### config.mk
export PLATFORM = sky130hd
export DESIGN_NAME = audio_adc_rx_fifo
export DESIGN_NICKNAME = d
export VERILOG_FILES = /design/src/rtl/audio_adc_rx_fifo.sv
export SDC_FILE = /design/constraint.sdc
export NUM_CORES = 1
export LEC_CHECK = 0
export CELL_PAD_IN_SITES_DETAIL_PLACEMENT = 0
export CELL_PAD_IN_SITES_GLOBAL_PLACEMENT = 1
export CORE_MARGIN = 5
export CORE_UTILIZATION = 58
export DETAILED_ROUTE_END_ITERATION = 16
export PLACE_DENSITY_LB_ADDON = 0.25
export SYNTH_ARGS = -nofsm -noshare
export SYNTH_HDL_FRONTEND = slang
export SYNTH_SLANG_ARGS = --single-unit
### constraint.sdc
create_clock -name clk_clk -period 10.2 [get_ports clk_clk]
set_clock_uncertainty 0.05 [all_clocks]
set_input_delay 1.53 -clock clk_clk [delete_from_list [all_inputs] [get_ports clk_clk]]
set_output_delay 1.53 -clock clk_clk [all_outputs]
set_load 0.03 [all_outputs]
### src/rtl/audio_adc_rx_fifo.sv
// Audio ADC serial receiver (I2S, left-justified or TDM) feeding a first-word-fall-through sample FIFO.
// Define AUDIO_RX_PEAK_EN to add the running |sample| peak detector (peak_level / peak_clr).
module audio_adc_rx_fifo #(
  parameter int SAMPLE_W   = 24,
  parameter int SLOT_BITS  = 32,
  parameter int NUM_CH     = 2,
  parameter int MODE       = 0,
  parameter int FIFO_DEPTH = 16,
  parameter int SYNC_STG   = 2,
  localparam int CH_W      = $clog2(NUM_CH),
  localparam int PTR_W     = $clog2(FIFO_DEPTH) + 1
) (
  input  logic                       clk_clk,
  input  logic                       reset_reset,
  input  logic                       enable,
  input  logic                       adc_bclk,
  input  logic                       adc_lrck,
  input  logic                       adc_dat,
  output logic signed [SAMPLE_W-1:0] sample_data,
  output logic [CH_W-1:0]            sample_ch,
  output logic                       sample_valid,
  input  logic                       sample_ready,
  output logic [PTR_W-1:0]           fifo_level,
  output logic                       overflow,
  input  logic                       overflow_clr
`ifdef AUDIO_RX_PEAK_EN
  ,
  output logic [SAMPLE_W-2:0]        peak_level,
  input  logic                       peak_clr
`endif
);

  localparam int CNT_W     = $clog2(SLOT_BITS + 1);
  localparam int IDX_W     = PTR_W - 1;
  localparam int FIRST_BIT = (MODE == 0) ? 1 : 0;
  localparam int LAST_BIT  = FIRST_BIT + SAMPLE_W - 1;
  localparam bit TDM       = (NUM_CH > 2);

  localparam logic [1:0] IDLE       = 2'd0;
  localparam logic [1:0] WAIT_FRAME = 2'd1;
  localparam logic [1:0] SHIFT      = 2'd2;

  logic [SYNC_STG-1:0] bclk_sync, lrck_sync, dat_sync;
  logic                bclk_rise, lrck_edge, lrck_now, dat_bit;

  logic [1:0]          state;
  logic [CNT_W-1:0]    bit_cnt;
  logic [CH_W-1:0]     ch;
  logic                slot_act;
  logic                frame_start, slot_start, adv, in_win, capture, cap_last, slot_end;
  logic [CH_W-1:0]     slot_ch;
  logic [SAMPLE_W-1:0] shreg;

  logic                       vld_p1;
  logic signed [SAMPLE_W-1:0] cap_data_p1;
  logic [CH_W-1:0]            cap_ch_p1;

  logic signed [SAMPLE_W-1:0] mem_data [FIFO_DEPTH];
  logic [CH_W-1:0]            mem_ch   [FIFO_DEPTH];
  logic [PTR_W-1:0]           wr_ptr, rd_ptr;
  logic                       full, pop, wr_en, ovf_evt;

  // Stage 0: synchronisers; data is taken from the older stage so it is settled at the detected BCLK rise
  always_ff @(posedge clk_clk) begin
    bclk_sync <= {bclk_sync[SYNC_STG-2:0], adc_bclk};
    lrck_sync <= {lrck_sync[SYNC_STG-2:0], adc_lrck};
    dat_sync  <= {dat_sync[SYNC_STG-2:0], adc_dat};
  end

  assign bclk_rise = bclk_sync[SYNC_STG-2] & ~bclk_sync[SYNC_STG-1];
  assign lrck_now  = lrck_sync[SYNC_STG-2];
  assign lrck_edge = lrck_now ^ lrck_sync[SYNC_STG-1];
  assign dat_bit   = dat_sync[SYNC_STG-1];

  // Frame alignment: stereo waits for the ch0 (LRCK low) edge, TDM for the LRCK rise
  assign frame_start = (state == WAIT_FRAME) && enable &&
                       (TDM ? (lrck_edge & lrck_now) : (lrck_edge & ~lrck_now));
  assign slot_start  = (state == SHIFT) && enable && (TDM ? (lrck_edge & lrck_now) : lrck_edge);
  assign slot_ch     = TDM ? '0 : CH_W'(lrck_now);

  assign adv      = (state == SHIFT) && enable && slot_act && bclk_rise && !slot_start;
  assign in_win   = (bit_cnt <= CNT_W'(LAST_BIT)) && !((MODE == 0) && (bit_cnt == '0));
  assign capture  = adv && in_win;
  assign cap_last = capture && (bit_cnt == CNT_W'(LAST_BIT));
  assign slot_end = adv && (bit_cnt == CNT_W'(SLOT_BITS - 1));

  always_ff @(posedge clk_clk or negedge reset_reset) begin
    if (!reset_reset) begin
      state    <= IDLE;
      bit_cnt  <= '0;
      ch       <= '0;
      slot_act <= 1'b0;
      vld_p1   <= 1'b0;
    end else begin
      vld_p1 <= cap_last;
      case (state)
        IDLE: begin
          slot_act <= 1'b0;
          if (enable) state <= WAIT_FRAME;
        end
        WAIT_FRAME: begin
          if (!enable) begin
            state <= IDLE;
          end else if (frame_start) begin
            state    <= SHIFT;
            slot_act <= 1'b1;
            bit_cnt  <= '0;
            ch       <= '0;
          end
        end
        SHIFT: begin
          if (!enable) begin
            state    <= IDLE;
            slot_act <= 1'b0;
          end else if (slot_start) begin
            slot_act <= 1'b1;
            bit_cnt  <= '0;
            ch       <= slot_ch;
          end else if (slot_end) begin
            bit_cnt <= '0;
            // TDM advances through the frame; after the last slot, trailing BCLKs are ignored
            if (TDM && (ch != CH_W'(NUM_CH - 1))) begin
              ch <= ch + 1'b1;
            end else begin
              ch       <= '0;
              slot_act <= 1'b0;
            end
          end else if (adv) begin
            bit_cnt <= bit_cnt + 1'b1;
          end
        end
        default: state <= IDLE;
      endcase
    end
  end

  // Stage 1: deserialise; a completed sample is registered with its channel for the push
  always_ff @(posedge clk_clk) begin
    if (!enable || (state != SHIFT) || slot_start) begin
      shreg <= '0;
    end else if (capture) begin
      shreg <= {shreg[SAMPLE_W-2:0], dat_bit};
    end
    if (cap_last) begin
      cap_data_p1 <= {shreg[SAMPLE_W-2:0], dat_bit};
      cap_ch_p1   <= ch;
    end
  end

  // Stage 2: FIFO write; a pop in the same cycle frees the slot for a push into a full FIFO
  assign fifo_level   = wr_ptr - rd_ptr;
  assign full         = (fifo_level == PTR_W'(FIFO_DEPTH));
  assign sample_valid = (wr_ptr != rd_ptr);
  assign pop          = sample_valid && sample_ready;
  assign wr_en        = vld_p1 && (!full || pop);
  assign ovf_evt      = vld_p1 && full && !pop;

  always_ff @(posedge clk_clk) begin
    if (wr_en) begin
      mem_data[wr_ptr[IDX_W-1:0]] <= cap_data_p1;
      mem_ch[wr_ptr[IDX_W-1:0]]   <= cap_ch_p1;
    end
  end

  always_ff @(posedge clk_clk or negedge reset_reset) begin
    if (!reset_reset) begin
      wr_ptr   <= '0;
      rd_ptr   <= '0;
      overflow <= 1'b0;
    end else begin
      if (wr_en) wr_ptr <= wr_ptr + 1'b1;
      if (pop)   rd_ptr <= rd_ptr + 1'b1;
      if (ovf_evt)           overflow <= 1'b1;
      else if (overflow_clr) overflow <= 1'b0;
    end
  end

  assign sample_data = sample_valid ? mem_data[rd_ptr[IDX_W-1:0]] : '0;
  assign sample_ch   = sample_valid ? mem_ch[rd_ptr[IDX_W-1:0]]   : '0;

`ifdef AUDIO_RX_PEAK_EN
  function automatic logic [SAMPLE_W-2:0] sat_abs(input logic signed [SAMPLE_W-1:0] x);
    logic signed [SAMPLE_W-1:0] mag;
    if (x == {1'b1, {(SAMPLE_W-1){1'b0}}}) return '1;
    mag = x[SAMPLE_W-1] ? -x : x;
    return mag[SAMPLE_W-2:0];
  endfunction

  logic [SAMPLE_W-2:0] cap_abs;
  assign cap_abs = sat_abs(cap_data_p1);

  // Peak follows every attempted push, including ones dropped on overflow
  always_ff @(posedge clk_clk or negedge reset_reset) begin
    if (!reset_reset) begin
      peak_level <= '0;
    end else if (peak_clr) begin
      peak_level <= vld_p1 ? cap_abs : '0;
    end else if (vld_p1 && (cap_abs > peak_level)) begin
      peak_level <= cap_abs;
    end
  end
`endif

endmodule
# Word-level counts from Yosys, hierarchy flattened
# Memory sizes are Yosys's and may differ from the RTL's.
# Cells that the tools add are included.
# W data, S select, Z words.
[word_totals]
regBits = 76
latch_bits = 0
ram_bits = 400
mem_bits_ro = 0
in_bits = 8
output_inout_bits = 32
wordCells = 103
n_memories = 2
[op_classes]
n_addsub = 4
mul = 0
n_div = 0
n_lt_le_gt_ge = 1
eq_ne = 16
shift = 0
n_mux = 29
bitwise = 5
n_reduce_logical = 32
[mem_list]
columns = ["name", "words", "word_bits", "rd", "rd_ports_with_merged_regs", "write_ports", "line", "rtl"]
rows = [
  ["mem_data", 16, 24, 1, 0, 1, "58", "logic signed [SAMPLE_W-1:0] mem_data [FIFO_DEPTH];"],
  ["mem_ch", 16, 1, 1, 0, 1, "59", "logic [CH_W-1:0] mem_ch [FIFO_DEPTH];"],
]
[op_table]
columns = ["op", "count"]
rows = [
  ["$mux W6", 6],
  ["$mux W24", 1],
  ["$logic_and A1 B1 Y1", 15],
  ["$mux W1", 14],
  ["$eq A6 B5 Y1 const B", 2],
  ["$ne A2 B2 Y1 const B", 6],
  ["$pmux W6 S2", 1],
  ["$add A5 B1 Y5 const B", 2],
  ["$reduce_and A5 Y1", 2],
  ["$mux W2", 4],
  ["$ne A4 B4 Y1 const B", 2],
  ["$add A6 B1 Y6 const B", 1],
  ["$le A6 B5 Y1 const B", 1],
  ["$logic_not A6 Y1", 1],
  ["$ne A3 B3 Y1 const B", 2],
  ["$pmux W2 S3", 1],
  ["$eq A5 B5 Y1 const B", 1],
  ["$logic_not A1 Y1", 5],
  ["$ne A5 B5 Y1", 1],
  ["$sub A5 B5 Y5", 1],
  ["$reduce_and A4 Y1", 1],
  ["$reduce_bool A2 Y1", 2],
  ["$logic_or A1 B1 Y1", 3],
  ["$pmux W1 S3", 1],
  ["other kinds (9)", 11],
]

# Logic depth before layout (Yosys ltp)
[logic_depth]
word_depth = 10
mapped_depth = 10
depth_no_buf = 8

# Worst setup path after synthesis
# OpenSTA, ideal clock, no wires.
[synth_timing]
path_type = "reg-to-reg"
startpoint = "reg rd_ptr[2]"
endpoint = "mem mem_ch[2] (netlist name), enable pin"
setup_ns = 0.470
arrival_ns = 5.281
t_required_ns = 9.680
path_slack_ns = 4.399
path_stages_with_launch = 11
n_path_buf = 3
period_less_slack_ns = 5.801
cell_sequence = "dfrtp_1 -> clkbuf_1 -> inv_2 -> buf_1 -> ha_1 -> a21oi_1 -> nand2_1 -> xor2_1 -> nor3_1 -> buf_2 -> nor4_1"
[synth_via]
elab_chain_len = 7
elab_cells_between_ends = 9
classes_between = "1 x add/sub; 2 x eq/ne; 2 x mux; 4 x reduce/logical"
[synth_lines]
columns = ["item", "line", "rtl"]
rows = [
  ["from (decl)", "60", "logic [PTR_W-1:0] wr_ptr, rd_ptr;"],
  ["from (signal assigned)", "172", "if (pop) rd_ptr <= rd_ptr + 1'b1;"],
  ["$sub A5 B5 Y5", "151", "assign fifo_level = wr_ptr - rd_ptr;"],
  ["via fifo_level[3]", "23", "output logic [PTR_W-1:0] fifo_level,"],
  ["$eq A5 B5 Y1", "152", "assign full = (fifo_level == PTR_W'(FIFO_DEPTH));"],
  ["$logic_not A1 Y1", "155", "assign wr_en = vld_p1 && (!full || pop);"],
  ["$logic_or A1 B1 Y1", "155", ""],
  ["$logic_and A1 B1 Y1", "155", ""],
  ["$mux W1", "159", "if (wr_en) begin"],
  ["$mux W1 (implied by the code)", "161", "mem_ch[wr_ptr[IDX_W-1:0]] <= cap_ch_p1;"],
  ["to (decl)", "59", ""],
]
# The timed path passes the listed nets, and every way through them passes these cells.

# Worst setup path after layout
[layout_timing]
startpoint = "reg rd_ptr[1]"
endpoint = "out sample_data[11]"
[layout_via]
elab_chain_len = 2
elab_cells_between_ends = 3
classes_between = "1 x eq/ne; 1 x mux; 1 x memory"
[layout_lines]
columns = ["item", "line", "rtl"]
rows = [
  ["$mem_v2 Z16 W24 / $ne A5 B5 Y1 (equally long branches)", "n/a", ""],
  ["$mux W24 *", "178", "assign sample_data = sample_valid ? mem_data[rd_ptr[IDX_W-1:0]] : '0;"],
  ["to (decl)", "19", "output logic signed [SAMPLE_W-1:0] sample_data,"],
]
# Every way passes the cells marked *; elsewhere a longest branch is shown, timed or not.

==> impl_metrics.tcl <==
set metrics [dict create \
    drive_gt1_share_pct 21.8 \
    status "finished, final reports clean" \
    vias 8874 \
    cts_tree "yes" \
    cp_slowest_stage_delay_ps 930 \
    synth-async-reset-ratio_pct 4.62 \
    yosysSeqAreaShare_pct 75.1 \
    crit_arrival_ps 4430 \
    fp.dieW_um 189 \
    num_rows 65 \
    hold_viol_final 0 \
    io_pins 40 \
    max_slew_margin_pct 13.0 \
    endpoint_kind "output pin" \
    cts.reportedPaths.clkPinSlew_ps 60 \
    cp_data_required_time_ps 8620 \
    port-buffer-count 39 \
    clk_latency_ps 530 \
    tns_ps 0 \
    finalCritPeriodShare_pct 58.9 \
    hold_depth 0 \
    rrSetupSlack_ps 5230 \
    cap_viol_max_count 0 \
    wire_per_inst_um 24.6 \
    p_per_area_nw_per_um2 256 \
    yosys_warnings 0 \
    ys_types 51 \
    min_from "dat_sync[0]" \
    crit_buf_inv 2 \
    syn-num-nets 981 \
    drc 0 \
    hpwl_mm 19.7 \
    grt_max_degree 62 \
    r2r_cells 9 \
    maxClockFrequency_mhz 166 \
    core_area_um2 31600 \
    layout_commonest_cell "edfxtp_1" \
    grt_first_pass_wirelength_mm 56.4 \
    dr.pass1.iters 5 \
    path_delay_family "buffers and inverters" \
    viasPerCell 6.07 \
    worst_setup_path_start_kind "flip-flop" \
    cts_setup_buffers 0 \
    cts_root_buf "clkbuf_16" \
    cts_resized 0 \
    setup_viol 0 \
    hold_path_class "flip-flop to flip-flop" \
    syn_inst 956 \
    die_y_um 189 \
    layout_common_cells "edfxtp_1, mux4_2, nand2_1, mux2i_1, clkbuf_16" \
    diodes 0 \
    drt-initial-drc-count 724 \
    cp_cell_sequence "clkinv_1, ha_1, nand4_1, nor2_4, a211oi_1, clkdlybuf4s50_1" \
    start_util_pct 58.6 \
    finalNetCount 1048 \
    hold_buffers 0 \
    peakVddDrop_uv 206 \
    hold_ws_ps 289 \
    critical_path_class "flip-flop to output pin" \
    grt_overflow_total 0 \
    path_max_fanout 27 \
    cts_buffers 47 \
    cp_slowest_cell "clkinv_1" \
    syn_area_um2 18500 \
    area_growth_pct 13.9 \
    htreeDepth 2 \
    drt-total-wl_mm 36.0 \
    gp_congestion 0.741 \
    synth.avg_cell_area_um2 19.3 \
    ys_seq_elements 476 \
    drv_slew 0 \
    antenna_left 0 \
    antenna_found_initial 0 \
    clockBufferDepth 3 \
    grtUsageTotal_pct 21.0 \
    p_leak_nw 6.82 \
    clock_sinks 476 \
    min_to "dat_sync[1]" \
    grt_pass1_vias 9336 \
    rsz0062_at_grt "no" \
    r2r-end "mem_data[8][8]" \
    tightest_slew_ps 1300 \
    dieArea_um2 35600 \
    synth_edf_count 425 \
    synthFlopType "edfxtp_1" \
    fin_crit_ps 6010 \
    r2r-start "rd_ptr[1]" \
]
cell usage after synthesis, drive strengths merged (2+ instances only):
library cell	count	area, um^2
buf	24	136
dfrtp	22	551
mux2i	48	480
xor2	3	26.3
o311ai	2	17.5
o21ai	16	80.1
mux4	100	2250
nand2b	4	25.0
dfxtp	29	581
o31ai	2	15.0
nor4	5	31.3
nor2	35	131
inv	19	71.3
o21a	2	15.0
nand3	8	45.0
clkbuf	24	90.1
nor3	12	60.1
ha	16	200
nand2	71	267
xnor2	9	78.8
a21oi	4	20.0
a211oi	25	188
and3	27	169
nand3b	2	15.0
or2	3	18.8
edfxtp	425	12800
mux2	3	33.8
per-stage QoR:
step | utilization (%) | power (mW) | cells | area (um^2) | worst slack, ps
after floorplan | - | 3.26 | 956 | 18500 | 4400
after global placement | 61.7 | 3.72 | 1375 | 19500 | 4770
after detailed placement | 61.7 | 3.73 | 1375 | 19500 | 4650
after CTS | 66.7 | 5.45 | 1461 | 21000 | 4070
after global routing | 66.7 | 5.63 | 1462 | 21100 | 3940
final | 66.7 | 5.39 | 1462 | 21100 | 4190
worst register-to-register path, stage by stage (launching register included):
cell	delay, ps
dfrtp_4	610
clkinv_1	930
ha_1	690
nand3b_1	80
nand2_1	80
xor2_1	400
nor3_2	90
buf_4	220
nor3_2	1050
buf_4	440
sequential cells by signal, summed over array words and instances (netlist names):
register	count
ch	1
bit_cnt	6
cap_data_p1	24
cap_ch_p1	1
wr_ptr	5
rd_ptr	5
shreg	23
mem_ch	16
mem_data	384
state	2
lrck_sync	2
overflow	1
bclk_sync	2
vld_p1	1
dat_sync	2
slot_act	1
kinds of logic after synthesis:
group | after synthesis | synth area share (%)
simple gates | 174 | 4.41
flops | 476 | 75.1
compound gates | 58 | 2.12
mux | 151 | 15.0
xor+xnor | 12 | 0.568
buf+inv | 68 | 1.63
fa+ha+maj | 17 | 1.19
routing by layer:
metal | vias up | share of wire (%) | global-route usage, %
met5 | - | 0 | 0
li1 | 3951 | - | -
met2 | 226 | 51 | 35.7
met1 | 4642 | 42 | 28.9
met3 | 55 | 5.0 | 3.48
met4 | 0 | 2.3 | 5.24
worst max-delay path by stage:
stage / startpoint / endpoint / slack (ps) / cells past startpoint
2_1_floorplan: rd_ptr[2] / mem_ch[2] / 4400 / 10
5_1_grt: rd_ptr[1] / sample_data[16] / 3940 / 6
3_5_place_dp: rd_ptr[1] / sample_data[18] / 4650 / 6
4_1_cts: rd_ptr[1] / sample_data[18] / 4070 / 6
6_report: rd_ptr[1] / sample_data[11] / 4190 / 6
3_3_place_gp: rd_ptr[1] / sample_data[12] / 4770 / 6
final cells by class:
cell class              count  area [um^2]
clock buffers              62         1310
well taps                 402          503
multi-input cells         412         4400
clock inverters            24          267
repair buffers             66          601
fillers                  2039        10500
inverters                  20         75.1
flip-flops and latches    476        13900
power breakdown:
part           total, mW  switching (mW)  internal, mW  leakage (nW)
clock               1.73           0.698          1.03         0.771
sequential          2.15          0.0369          2.11          4.08
combinational       1.51           0.837         0.674          1.96
Note: power is estimated with default switching activity, not from simulation.
